## config.mk

```make
export PLATFORM = sky130hd
export DESIGN_NAME = serial_subtract_ctrl
export DESIGN_NICKNAME = d
export VERILOG_FILES = /design/src/rtl/serial_subtract_ctrl.sv
export SDC_FILE = /design/constraint.sdc
export NUM_CORES = 1
export LEC_CHECK = 0
export BUFFER_PORTS_ARGS = -buffer_cell sky130_fd_sc_hd__buf_2
export CAP_MARGIN = 20
export CELL_PAD_IN_SITES_DETAIL_PLACEMENT = 1
export CELL_PAD_IN_SITES_GLOBAL_PLACEMENT = 1
export CORE_UTILIZATION = 44
export DETAILED_ROUTE_END_ITERATION = 16
export PLACE_DENSITY = 0.84
export SLEW_MARGIN = 5
export SYNTH_ARGS = -nofsm -noshare
export SYNTH_HDL_FRONTEND = slang
export SYNTH_HIERARCHICAL = 1
export SYNTH_SLANG_ARGS = --single-unit
```

## constraint.sdc

```tcl
create_clock -name clk -period 1.7 [get_ports clk]
set_input_delay 0.085 -clock clk [delete_from_list [all_inputs] [get_ports clk]]
set_output_delay 0.085 -clock clk [all_outputs]
set_load 0.01 [all_outputs]
```

## src/rtl/serial_subtract_ctrl.sv

```systemverilog
// Bit-serial WIDTH-bit subtractor: one full_subtract cell, borrow carried in a flop,
// operands consumed LSB-first, one bit per clock.

module full_subtract (
    input  logic x,
    input  logic y,
    input  logic bin,
    output logic d,
    output logic bout
);
    assign d    = x ^ y ^ bin;
    assign bout = (~x & y) | (~(x ^ y) & bin);
endmodule

module serial_subtract_ctrl #(
    parameter int WIDTH = 8
) (
    input  logic             clk,
    input  logic             reset,
    input  logic             start,
    input  logic [WIDTH-1:0] a,
    input  logic [WIDTH-1:0] b,
    input  logic             borrowIn,
    output logic             busy,
    output logic             done,
    output logic [WIDTH-1:0] diff,
    output logic             borrowOut
);
    localparam int CW = (WIDTH > 2) ? $clog2(WIDTH) : 1;
    localparam logic [CW-1:0] LAST = CW'(WIDTH - 1);

    typedef enum logic [1:0] {
        IDLE  = 2'b00,
        SHIFT = 2'b01,
        DONE  = 2'b10
    } state_t;

    state_t           state, state_next;
    logic [CW-1:0]    cnt;
    logic [WIDTH-1:0] a_sh, b_sh;
    logic [WIDTH-2:0] res_sh;
    logic [WIDTH-1:0] res_next;
    logic             brw;
    logic             cell_d, cell_b;
    logic             accept, finish;

    full_subtract u_cell (
        .x    (a_sh[0]),
        .y    (b_sh[0]),
        .bin  (brw),
        .d    (cell_d),
        .bout (cell_b)
    );

    // New difference bits enter at the MSB end so the first (LSB) bit lands at bit 0.
    assign res_next = {cell_d, res_sh};

    // Handshake: start is a request that is taken on any rising edge where busy is low
    // (IDLE or DONE); while busy is high start is ignored, not queued. done is a
    // one-cycle valid with no back-pressure; diff/borrowOut stay valid until the next done.
    always_comb begin
        state_next = state;
        accept     = 1'b0;
        finish     = 1'b0;
        case (state)
            IDLE: begin
                if (start) begin
                    accept     = 1'b1;
                    state_next = SHIFT;
                end
            end
            SHIFT: begin
                if (cnt == LAST) begin
                    finish     = 1'b1;
                    state_next = DONE;
                end
            end
            DONE: begin
                if (start) begin
                    accept     = 1'b1;
                    state_next = SHIFT;
                end else begin
                    state_next = IDLE;
                end
            end
            default: state_next = IDLE;
        endcase
    end

    assign busy = (state == SHIFT);
    assign done = (state == DONE);

    always_ff @(posedge clk or posedge reset) begin
        if (reset) begin
            state <= IDLE;
        end else begin
            state <= state_next;
        end
    end

    always_ff @(posedge clk or posedge reset) begin
        if (reset) begin
            cnt       <= '0;
            a_sh      <= '0;
            b_sh      <= '0;
            res_sh    <= '0;
            brw       <= 1'b0;
            diff      <= '0;
            borrowOut <= 1'b0;
        end else begin
            if (accept) begin
                a_sh <= a;
                b_sh <= b;
                brw  <= borrowIn;
                cnt  <= '0;
            end else if (state == SHIFT) begin
                a_sh   <= a_sh >> 1;
                b_sh   <= b_sh >> 1;
                brw    <= cell_b;
                res_sh <= res_next[WIDTH-1:1];
                cnt    <= cnt + CW'(1);
            end
            if (finish) begin
                diff      <= res_next;
                borrowOut <= cell_b;
            end
        end
    end
endmodule

```

==> results of run 1 <==
cell families (layout without fill, tap and decap cells):
group	Yosys count	in the layout	share of synthesized area, %
DFF	38	38	51.5
muxes	31	31	21.3
adders and majority gates	3	3	2.44
and+or+nand+nor	22	22	7.73
AOI/OAI and AO/OA	34	34	12.5
buffers and inverters	14	49	4.47
metrics by stage:
| step | total power, mW | worst slack, ns | hold slack, ns | std cells |
|---|---|---|---|---|
| after floorplan | 2.97 | 0.337 | 0.231 | 142 |
| after global placement | 3.27 | 0.322 | 0.214 | 219 |
| after detailed placement | 3.42 | 0.272 | 0.232 | 219 |
| after CTS | 4.03 | 0.264 | 0.0240 | 227 |
| after global routing | 4.27 | 0.210 | 0.0373 | 227 |
| final | 3.96 | 0.275 | 0.0272 | 227 |
final cells by class:
class / instances / area share, %
flip-flops and latches: 38 / 44.7
clock buffers: 5 / 3.23
multi-input cells: 90 / 38.2
repair buffers: 37 / 9.64
clock inverters: 2 / 0.470
well taps: 50 / 2.94
inverters: 5 / 0.882
cells in the final DEF, fill, tap and decap left out, types with 2 or more instances in the layout:
master                     netlist  routed
sky130_fd_sc_hd__mux2i_1        13      13
sky130_fd_sc_hd__nor2b_1        12      12
sky130_fd_sc_hd__nor2_1          3       3
sky130_fd_sc_hd__buf_2           3      30
sky130_fd_sc_hd__mux2_4         16      16
sky130_fd_sc_hd__a211oi_1       11      11
sky130_fd_sc_hd__nand3_1         2       2
sky130_fd_sc_hd__dfrtp_1        38      38
sky130_fd_sc_hd__clkbuf_8        0       5
sky130_fd_sc_hd__o21ai_1         2       2
sky130_fd_sc_hd__buf_4           1       6
sky130_fd_sc_hd__clkinv_2        0       2
sky130_fd_sc_hd__a22o_1          5       5
sky130_fd_sc_hd__ha_1            2       2
sky130_fd_sc_hd__inv_1           4       4
sky130_fd_sc_hd__a21oi_1        11      11
sky130_fd_sc_hd__a21o_1          4       4
state kept, by name, summed over array words and instances (netlist names):
signal and flops:
diff 8, b_sh 8, state 2, brw 1
borrowOut 1, res_sh 7, a_sh 8, cnt 3
worst max-delay path: cells and delay by family, from the launching register on:
family	cells	cell delay, ns
multiplexers	1	0.31
AND/OR/NAND/NOR	1	0.15
adder cells (fa/ha/maj)	2	0.45
flip-flops	1	0.40
layer usage:
metal  vias to the layer above  share of wire, %
li1                        570                 -
met5                         -                 0
met3                         4               3.8
met2                        27                50
met4                         0               1.1
met1                       577                45
power groups by stage:
stage | clock [mW] | sequential, mW | combinational, mW
5_1_grt | 0.637 | 1.71 | 1.93
3_5_place_dp | 0 | 1.68 | 1.74
4_1_cts | 0.601 | 1.67 | 1.76
3_3_place_gp | 0 | 1.63 | 1.63
6_report | 0.580 | 1.66 | 1.72
2_1_floorplan | 0 | 1.63 | 1.34
worst max-delay path by stage:
| stage | startpoint | endpoint | slack (ns) |
|---|---|---|---|
| after floorplan | cnt[0] | cnt[2] | 0.34 |
| after global placement | cnt[0] | diff[7] | 0.32 |
| after detailed placement | cnt[0] | cnt[2] | 0.27 |
| after CTS | cnt[1] | diff[2] | 0.26 |
| after global routing | cnt[1] | cnt[2] | 0.21 |
| final | cnt[1] | diff[2] | 0.27 |
cell usage after synthesis, types with 2 or more instances:
| master | n |
|---|---|
| sky130_fd_sc_hd__ha_1 | 2 |
| sky130_fd_sc_hd__nand3_1 | 2 |
| sky130_fd_sc_hd__a22o_1 | 5 |
| sky130_fd_sc_hd__nor2b_1 | 12 |
| sky130_fd_sc_hd__a21oi_1 | 11 |
| sky130_fd_sc_hd__inv_1 | 4 |
| sky130_fd_sc_hd__buf_2 | 3 |
| sky130_fd_sc_hd__a211oi_1 | 11 |
| sky130_fd_sc_hd__buf_6 | 3 |
| sky130_fd_sc_hd__o21ai_1 | 2 |
| sky130_fd_sc_hd__mux2_4 | 16 |
| sky130_fd_sc_hd__a21o_1 | 4 |
| sky130_fd_sc_hd__mux2i_1 | 13 |
| sky130_fd_sc_hd__dfrtp_1 | 38 |
| sky130_fd_sc_hd__nor2_1 | 3 |
repair_timing:
item / 4_1_cts / 5_1_grt
hold buffers: 1 / 0
gates resized for setup: 0 / 0
endpoints found under the hold margin: 38 / 0
==> out/results.md, run 1 <==
| Item | Reported | Unit |
| --- | --- | --- |
| Root buf cell | sky130_fd_sc_hd__clkbuf_8 | - |
| Layer with the highest usage | met2 | - |
| Fin util | 53.2 | % |
| Worst hold path class | in2reg | - |
| Top_reg_cell synth | sky130_fd_sc_hd__dfrtp_1 | - |
| Worst reg2reg endpoint | diff[2] | - |
| Post-route DRC violation count | 0 | - |
| Yosys warning count | 6 | - |
| Met3 Use GR | 4.28 | % |
| Flip-flop and latch area | 951 | um2 |
| DR iter-0 viols | 59 | - |
| Cell row count | 23 | - |
| Count of flip-flops with a built-in enable after synthesis | 0 | - |
| Number of search-and-repair iterations in the first detailed-routing pass | 4 | - |
| Post-Route Setup TNS | 0 | ns |
| Worst Tran Pin Value | 0.472 | ns |
| Kind of start point of the critical path | register | - |
| Worst-Skew Late Latency | 0.29 | ns |
| TritonCTS clock tree | done | - |
| Clock slew at reported path FFs | 0.07 | ns |
| Worst slew slack as a fraction of its limit | 68.5 | % |
| Post-synthesis net count | 165 | - |
| Maximum number of pins on one net before global-route repair | 39 | - |
| Worst Path Class, Setup | reg2reg | - |
| Post-CTS setup buffer count | 0 | - |
| Growth of design area from synthesis to finish | 15.3 | % |
| Peak supply drop | 675 | uV |
| Startpoint of the worst-slack reg-to-reg timing path | cnt[1] | - |
| Int Pwr | 2.59 | mW |
| Antenna violations before repair | 0 | - |
| Skew final | 0.00661 | ns |
| Endpoint arrival time on the critical path | 1.60 | ns |
| Clock share of power | 14.6 | % |
| Antenna viol nets, final | 0 | - |
| Placed wire-length estimate after detailed placement | 2600 | um |
| Layout Nets | 200 | - |
| Switching power as a share of total power | 34.7 | % |
| Met2 GRT Util | 32.7 | % |
| Maximum Capacitance Violations | 0 | - |
| Share of post-route cells with drive strength above 1 | 36.2 | % |
| Largest incremental delay on the critical path | 0.40 | ns |
| Required time of the critical path | 1.88 | ns |
| Most area-consuming cells after synthesis | sky130_fd_sc_hd__dfrtp_1 52%, sky130_fd_sc_hd__mux2_4 13%, sky130_fd_sc_hd__mux2i_1 7.1% | - |
| R2r setup slk | 0.27 | ns |
| Count of unique library cells instantiated by Yosys | 28 | - |
| Fill cell total of the finished layout | 435 | - |
| DIE WIDTH | 66.8 | um |
| Overall die height | 66.8 | um |
| Cell type with the largest total area after synthesis | sky130_fd_sc_hd__dfrtp_1 | - |
| Highest net fanout along the worst path | 10 | - |
| Placed inst area | 0.00204 | mm2 |
| Worst hold endpoint | a_sh[6] | - |
| Net switching power | 1.37 | mW |
| Combined area of all synthesized cells | 0.00185 | mm2 |
| Cell with the largest stage delay on the worst path | sky130_fd_sc_hd__dfrtp_1 | - |
| Logic depth of the worst register-to-register path | 4 | - |
| Final instance area | 0.00213 | mm2 |
| Bufs on Longest Clock Path | 2 | - |
| Final Routed Wirelength | 3640 | um |
| Post-synth ARST share | 100 | % |
| Effective utilization at floorplan | 46.1 | % |
| Core outline area | 0.00400 | mm2 |
| Power Dens Cells | 1860 | mW/mm2 |
| Part of the cycle the worst path needs | 83.8 | % |
| Via count of the first global-routing pass | 1272 | - |
| Number of ports placed on the die boundary | 31 | - |
| Area taken by multi-input logic gates | 812 | um2 |
| H-tree Lvls | 2 | - |
| Critical Path Most Common Cell | sky130_fd_sc_hd__ha_1 | - |
| Status | completed | - |
| Post-Synthesis Cells | 142 | - |
| Number of cells on the worst hold path | 2 | - |
| Final number of hold-violating endpoints | 0 | - |
| Post-synthesis register bit count | 38 | - |
| Met1 usage in global routing | 23.3 | % |
| Synthesized area divided by synthesized cell count | 13.0 | um2 |
| Global route overflow | 0 | - |
| Num CTS Buffers | 5 | - |
| Nature of the critical path endpoint | register | - |
| Comb power frac | 43.5 | % |
| Post-layout minimum cycle time | 1.43 | ns |
| Detail-routed net length per standard cell | 16.0 | um |
| Wire length of the first global-routing pass | 6180 | um |
| DR vias | 1178 | - |
| Vias/cell | 5.19 | - |
| Sequential share of power | 41.9 | % |
| Static Leakage | 1.04 | nW |
| Overall die area | 0.00446 | mm2 |
| Final setup violation count | 0 | - |
| Overall routing resource usage | 19.0 | % |
| Total count of max-transition violations in the final report | 0 | - |
| Critical path cell sequence | ha_1 -> ha_1 -> nand2_8 -> mux2_4 | - |
| Inserted Diodes | 0 | - |
| Timing-limited maximum frequency | 702 | MHz |
| Seq/Total Area, Yosys | 51.5 | % |
| Weighted congestion at the end of routability-driven global placement | 0.722 | - |
| Setup repair after global routing missed its margin | no | - |
| Number of port buffers | 30 | - |
| Number of clock sinks | 38 | - |
| Area share of the leading cell type in the synthesized netlist | 51.5 | % |
| Start point of the worst min-delay path | a[6] | - |
Power figures use the tool's default switching activity.
==> inputs of run 2 (changes only) <==
Clock period 1.7 ns to 1.41 ns, I/O delays scaled along.
==> run 2 against run 1 <==
First-iteration DRC count fell by 5.1%. Non-clock buffer count rose by 2. Final area rose by 5.3%. Power rose by 37%. Register-to-register slack got worse by 0.23 ns. Global-route usage rose by 1.6 points. Worst hold slack got worse by 0.016 ns. Maximum frequency rose by 4.3%. Cell count rose by 1.3%. Clock skew rose by 0.0012 ns. Critical path type unchanged.
==> out/results.md, run 2 (synthesis results as in run 1) <==
| Item | Reported | Unit |
| --- | --- | --- |
| Status | completed | - |
| Overall die area | 0.00446 | mm2 |
| Effective utilization at floorplan | 46.1 | % |
| Required time of the critical path | 1.59 | ns |
| Worst slew slack as a fraction of its limit | 67.2 | % |
| Number of search-and-repair iterations in the first detailed-routing pass | 4 | - |
| Post-layout worst setup margin | 0.0432 | ns |
| Timing-limited maximum frequency | 732 | MHz |
| Number of port buffers | 30 | - |
| Antenna viol nets, final | 0 | - |
| Wire length of the first global-routing pass | 6530 | um |
| Comb power frac | 41.8 | % |
| Growth of design area from synthesis to finish | 21.5 | % |
| Sequential share of power | 37.4 | % |
| Overall die height | 66.8 | um |
| Most frequent standard cell in the layout excluding fill and tap cells | sky130_fd_sc_hd__dfrtp_1 | - |
| Uppermost layer routed | met4 | - |
| Weighted congestion at the end of routability-driven global placement | 0.733 | - |
| Bufs on Longest Clock Path | 2 | - |
| Largest incremental delay on the critical path | 0.39 | ns |
| Antenna violations before repair | 0 | - |
| Total instance count after detailed placement | 219 | - |
| Switching power as a share of total power | 32.4 | % |
| Final setup violation count | 0 | - |
| Peak supply drop | 1390 | uV |
| Largest registers | a_sh (8), b_sh (8), diff (8) | - |
| Logic depth of the worst register-to-register path | 4 | - |
| Core outline area | 0.00400 | mm2 |
| Post-layout minimum cycle time | 1.37 | ns |
| Routed met1 length | 1680 | um |
| Setup repair after global routing missed its margin | yes | - |
| Static Leakage | 1.08 | nW |
| Number of clock sinks | 38 | - |
| Final instance area | 0.00224 | mm2 |
| Worst hold path class | in2reg | - |
| Final Routed Wirelength | 4000 | um |
| Worst setup slack before clock tree synthesis | -0.0269 | ns |
| DR iter-0 viols | 56 | - |
| Worst Path Class, Setup | reg2reg | - |
| Clock share of power | 20.9 | % |
| Int Pwr | 3.66 | mW |
| H-tree Lvls | 2 | - |
| Worst-Skew Late Latency | 0.28 | ns |
| Final total power | 5.42 | mW |
| Post-route DRC violation count | 0 | - |
| Post-Route Setup TNS | 0 | ns |
| DR vias | 1206 | - |
| Number of cells on the worst hold path | 2 | - |
| Global route overflow | 0 | - |
| Number of ports placed on the die boundary | 31 | - |
| Cell with the largest stage delay on the worst path | sky130_fd_sc_hd__dfrtp_1 | - |
| Final number of hold-violating endpoints | 0 | - |
| Met3 routed wirelength | 143 | um |
| Clock slew at reported path FFs | 0.08 | ns |
| Net switching power | 1.75 | mW |
| Fin util | 56.1 | % |
| Highest net fanout along the worst path | 2 | - |
| Inserted Diodes | 0 | - |
| Most used cells in the layout excluding fill and tap cells | 38 x sky130_fd_sc_hd__dfrtp_1, 30 x sky130_fd_sc_hd__buf_2, 17 x sky130_fd_sc_hd__mux2_4 | - |
| Overall routing resource usage | 20.6 | % |
| Share of post-route cells with drive strength above 1 | 38.9 | % |
| Maximum Capacitance Violations | 0 | - |
| Power Dens Cells | 2420 | mW/mm2 |
| Root buf cell | sky130_fd_sc_hd__clkbuf_8 | - |
| Vias/cell | 5.24 | - |
| Endpoint arrival time on the critical path | 1.55 | ns |
| Final cell count without fillers | 230 | - |
| Critical path cell sequence | ha_2 -> ha_4 -> mux2_4 -> a22o_1 | - |
| Layout Nets | 202 | - |
| Placed wire-length estimate after detailed placement | 2770 | um |
| Worst Tran Pin Value | 0.492 | ns |
| Kind of start point of the critical path | register | - |
| Detail-routed net length per standard cell | 17.4 | um |
| Placed inst area | 0.00205 | mm2 |
| DIE WIDTH | 66.8 | um |
| Part of the cycle the worst path needs | 96.9 | % |
| Hold WS | 0.0108 | ns |
| Nature of the critical path endpoint | register | - |
| Cell row count | 23 | - |
| Routed length on met2 | 2140 | um |
| Maximum number of pins on one net before global-route repair | 39 | - |
| Num CTS Buffers | 5 | - |
| Via count of the first global-routing pass | 1335 | - |
| Total count of max-transition violations in the final report | 0 | - |
| Skew final | 0.00786 | ns |
| TritonCTS clock tree | done | - |
run 2: changes by cell type in the layout (fill, tap and decap cells not counted), sizes merged:
| cell | change |
|---|---|
| buf | +2 |
| bufinv | +2 |
| clkbuf | +1 |
| clkinv | -2 |
run 2: power by group through the flow:
stage	registers, mW	clock network (mW)	logic, mW
global route	2.10	1.20	2.50
detailed placement	2.03	0	2.17
floorplan	1.97	0	1.62
finish	2.02	1.13	2.26
global placement	1.97	0	2.02
CTS	2.03	1.16	2.22
run 2: area by class of cell:
cell class | instances | area, um2
flip-flops and latches | 38 | 951
fillers | 424 | 1760
multi-input cells | 90 | 831
well taps | 50 | 62.6
clock buffers | 6 | 82.6
inverters | 5 | 18.8
repair buffers | 39 | 236
clock inverters | 2 | 60.1
run 2: repair_timing:
item | CTS | global route
setup endpoints to repair | 10 | 7
resized for setup | 2 | 3
pin swaps | 0 | 3
buffers inserted | 1 | 1
endpoints found under the hold margin | 38 | 0
hold buffers | 1 | 0
run 2: per-layer routing:
| metal | global-route usage (%) | up-vias |
|---|---|---|
| met5 | 0 | - |
| met4 | 6.38 | 0 |
| met3 | 4.11 | 4 |
| met2 | 37.0 | 31 |
| met1 | 24.4 | 592 |
| li1 | - | 579 |
run 2: path summary, 6_finish.rpt:
kind	start	endpoint	slack, ns
max reg2reg	cnt[1]	cnt[2]	0.04
max	cnt[1]	cnt[2]	0.04
min	a[6]	a_sh[6]	0.01
min reg2reg	a_sh[4]	a_sh[4]	0.50
max in group asynchronous	reset	b_sh[0]	0.62
min in group asynchronous	reset	res_sh[4]	0.44
run 2: critical path: cells and delay by family, from the launching register on:
family,cells,cell delay [ns]
AO/OA/AOI/OAI,1,0.20
adder cells (fa/ha/maj),2,0.40
flip-flops,1,0.39
multiplexers,1,0.26
==> inputs of run 3 (changes only) <==
Settings changed: ABC_AREA set to 1, CORE_UTILIZATION 44 to 40, PLACE_DENSITY 0.84 to not set, PLACE_DENSITY_LB_ADDON set to 0.1, RECOVER_POWER set to 100.
==> run 3 against run 2 <==
Global-route usage shrank 1.1 points. Clock skew shrank 0.0036 ns. Highest routed layer unchanged. Sequential share of layout area grew 2.4 points. Clock power shrank 31%. Largest cell class unchanged. Synthesized cell count grew 51%.
==> out/results.md, run 3 <==
| Item | Reported | Unit |
| --- | --- | --- |
| Endpoint arrival time on the critical path | 1.24 | ns |
| Worst slew slack as a fraction of its limit | 41.6 | % |
| Maximum number of pins on one net before global-route repair | 39 | - |
| Net switching power | 1.85 | mW |
| Most area-consuming cells after synthesis | sky130_fd_sc_hd__dfrtp_1 54%, sky130_fd_sc_hd__nand2_1 18%, sky130_fd_sc_hd__inv_1 7.2% | - |
| Number of ports placed on the die boundary | 31 | - |
| Worst reg2reg endpoint | diff[4] | - |
| Wire length of the first global-routing pass | 6580 | um |
| Antenna violations before repair | 0 | - |
| Placed wire-length estimate after detailed placement | 2750 | um |
| Global route overflow | 0 | - |
| Power Dens Cells | 2160 | mW/mm2 |
| Final total power | 4.59 | mW |
| Kind of start point of the critical path | register | - |
| Post-synth ARST share | 100 | % |
| Most used cells in the layout excluding fill and tap cells | 87 x sky130_fd_sc_hd__nand2_1, 37 x sky130_fd_sc_hd__dfrtp_1, 34 x sky130_fd_sc_hd__inv_1 | - |
| DR iter-0 viols | 100 | - |
| Sequential share of power | 41.2 | % |
| Worst hold path class | in2reg | - |
| Weighted congestion at the end of routability-driven global placement | 0.703 | - |
| Vias/cell | 4.73 | - |
| Met1 usage in global routing | 22.6 | % |
| Top_reg_cell synth | sky130_fd_sc_hd__dfrtp_1 | - |
| Count of unique library cells instantiated by Yosys | 19 | - |
| Worst-Skew Late Latency | 0.29 | ns |
| Overall die height | 68.4 | um |
| Detail-routed net length per standard cell | 12.2 | um |
| Switching power as a share of total power | 40.4 | % |
| Clock slew at reported path FFs | 0.07 | ns |
| DR vias | 1485 | - |
| Fill cell total of the finished layout | 528 | - |
| Final Routed Wirelength | 3840 | um |
| Cell row count | 23 | - |
| Maximum Capacitance Violations | 0 | - |
| Worst Path Class, Setup | reg2out | - |
| Static Leakage | 1.21 | nW |
| Number of port buffers | 30 | - |
| Inserted Diodes | 0 | - |
| Layout Nets | 286 | - |
| Count of flip-flops with a built-in enable after synthesis | 0 | - |
| Area share of the leading cell type in the synthesized netlist | 53.9 | % |
| Worst Tran Pin Value | 0.876 | ns |
| Final cell count without fillers | 314 | - |
| DIE WIDTH | 68.4 | um |
| Setup repair after global routing missed its margin | no | - |
| Largest registers | a_sh (8), b_sh (8), diff (8) | - |
| Core outline area | 0.00412 | mm2 |
| Startpoint of the worst-slack reg-to-reg timing path | cnt[0] | - |
| Number of search-and-repair iterations in the first detailed-routing pass | 3 | - |
| Effective utilization at floorplan | 42.8 | % |
| Logic depth of the worst register-to-register path | 6 | - |
| Comb power frac | 41.9 | % |
| Final number of hold-violating endpoints | 0 | - |
| Final setup violation count | 0 | - |
| Nature of the critical path endpoint | primary output | - |
| Overall die area | 0.00468 | mm2 |
| Total count of max-transition violations in the final report | 0 | - |
| Met2 GRT Util | 33.8 | % |
| Cell type with the largest total area after synthesis | sky130_fd_sc_hd__dfrtp_1 | - |
| Combined area of all synthesized cells | 0.00176 | mm2 |
| Post-synthesis register bit count | 38 | - |
| Post-Synthesis Cells | 214 | - |
| H-tree Lvls | 2 | - |
| Most frequent standard cell in the layout excluding fill and tap cells | sky130_fd_sc_hd__nand2_1 | - |
| Number of clock sinks | 38 | - |
| Yosys warning count | 6 | - |
| Required time of the critical path | 1.34 | ns |
| Bufs on Longest Clock Path | 2 | - |
| Skew final | 0.00426 | ns |
| Timing startpoint of the critical path | state[1] | - |
| Growth of design area from synthesis to finish | 20.5 | % |
| Post-layout minimum cycle time | 1.31 | ns |
| Total instance count after detailed placement | 303 | - |
| Num CTS Buffers | 5 | - |
| Top cell types by occurrence after synthesis | 85 x sky130_fd_sc_hd__nand2_1, 38 x sky130_fd_sc_hd__dfrtp_1, 34 x sky130_fd_sc_hd__inv_1 | - |
| Antenna viol nets, final | 0 | - |
| Seq/Total Area, Yosys | 53.9 | % |
| Root buf cell | sky130_fd_sc_hd__clkbuf_8 | - |
| Post-synthesis net count | 237 | - |
| Via count of the first global-routing pass | 1469 | - |
| Status | completed | - |
| Start point of the worst min-delay path | b[3] | - |
| Part of the cycle the worst path needs | 92.9 | % |
| Peak supply drop | 740 | uV |
| Post-Route Setup TNS | 0 | ns |
| Timing-limited maximum frequency | 764 | MHz |
| Endpoint of the most critical setup path | done | - |
| Met3 Use GR | 5.50 | % |
| Post-CTS setup buffer count | 0 | - |
| TritonCTS clock tree | done | - |
| Overall routing resource usage | 19.5 | % |
| Highest net fanout along the worst path | 9 | - |
| R2r setup slk | 0.10 | ns |
| Hold WS | 0.0448 | ns |
| Count leader, synth | sky130_fd_sc_hd__nand2_1 | - |
| Synthesized area divided by synthesized cell count | 8.24 | um2 |
| Int Pwr | 2.73 | mW |
| Share of post-route cells with drive strength above 1 | 18.9 | % |
| Layer with the highest usage | met2 | - |
| Post-route DRC violation count | 0 | - |
| Clock share of power | 16.9 | % |
==> run 3: cell count changes after synthesis, moves of 3 or more <==
| cell | change |
|---|---|
| sky130_fd_sc_hd__a211oi_1 | -11 |
| sky130_fd_sc_hd__a21o_1 | -4 |
| sky130_fd_sc_hd__a21oi_1 | -10 |
| sky130_fd_sc_hd__a22o_1 | -5 |
| sky130_fd_sc_hd__inv_1 | +30 |
| sky130_fd_sc_hd__mux2_4 | -16 |
| sky130_fd_sc_hd__mux2i_1 | -13 |
| sky130_fd_sc_hd__nand2_1 | +84 |
| sky130_fd_sc_hd__nand2_4 | +3 |
| sky130_fd_sc_hd__nand3_1 | +19 |
| sky130_fd_sc_hd__nor2b_1 | -12 |
| sky130_fd_sc_hd__o21ai_0 | +9 |
| sky130_fd_sc_hd__o21ai_1 | +5 |
==> run 3: area by class of cell <==
cell class	count	area [um2]	area share (%)
clock buffers	7	86.3	4.06
clock inverters	1	5.00	0.236
inverters	37	139	6.54
multi-input cells	134	613	28.9
flip-flops and latches	38	952	44.8
well taps	50	62.6	2.94
repair buffers	47	267	12.5
==> run 3: worst max-delay path, cell delays in order, from the launching register on <==
cell and delay, ns:
sky130_fd_sc_hd__dfrtp_1 0.47, sky130_fd_sc_hd__inv_2 0.07, sky130_fd_sc_hd__clkbuf_4 0.19, sky130_fd_sc_hd__nor2_1 0.09
sky130_fd_sc_hd__buf_2 0.13
==> run 3: stage by stage <==
step | area [um2] | util [%] | setup slack, ns
3_3_place_gp | 2040 | 49.7 | 0.155
2_1_floorplan | 1760 | - | 0.211
3_5_place_dp | 2040 | 49.7 | 0.0937
6_report | 2120 | 51.6 | 0.100
4_1_cts | 2160 | 52.6 | 0.0279
5_1_grt | 2120 | 51.6 | 0.00711
==> run 3: kinds of logic after synthesis <==
kind of cell	synth area share, %
flip-flops	53.9
AND/OR/NAND/NOR	28.2
buffers and inverters	10.4
AO/OA/AOI/OAI	4.83
adder cells (fa/ha/maj)	2.55
==> run 3: routing by layer <==
metal / vias up / share of wire (%)
met1: 718 / 46
met4: 0 / 1.4
li1: 740 / -
met5: - / 0
met2: 21 / 49
met3: 6 / 3.2
==> run 3: timing repair <==
action | 4_1_cts | 5_1_grt
setup endpoints to repair | 0 | 1
hold buffers | 3 | 0
hold endpoints to repair | 40 | 0
gates resized for setup | 0 | 1
==> run 3: how the worst min path moves through the flow <==
stage	endpoint	slack, ns	cells past startpoint
after floorplan	a_sh[7]	0.19	2
after global placement	res_sh[3]	0.21	3
final	b_sh[3]	0.04	5
after global routing	b_sh[4]	0.07	5
after CTS	b_sh[3]	0.04	5
after detailed placement	res_sh[3]	0.22	3
==> run 3: power by group through the flow <==
stage	clock (mW)	combinational, mW	sequential, mW
CTS	0.799	2.09	1.91
global route	0.834	2.27	1.96
detailed placement	0	2.06	1.92
floorplan	0	1.36	1.90
finish	0.775	1.92	1.89
global placement	0	1.98	1.90
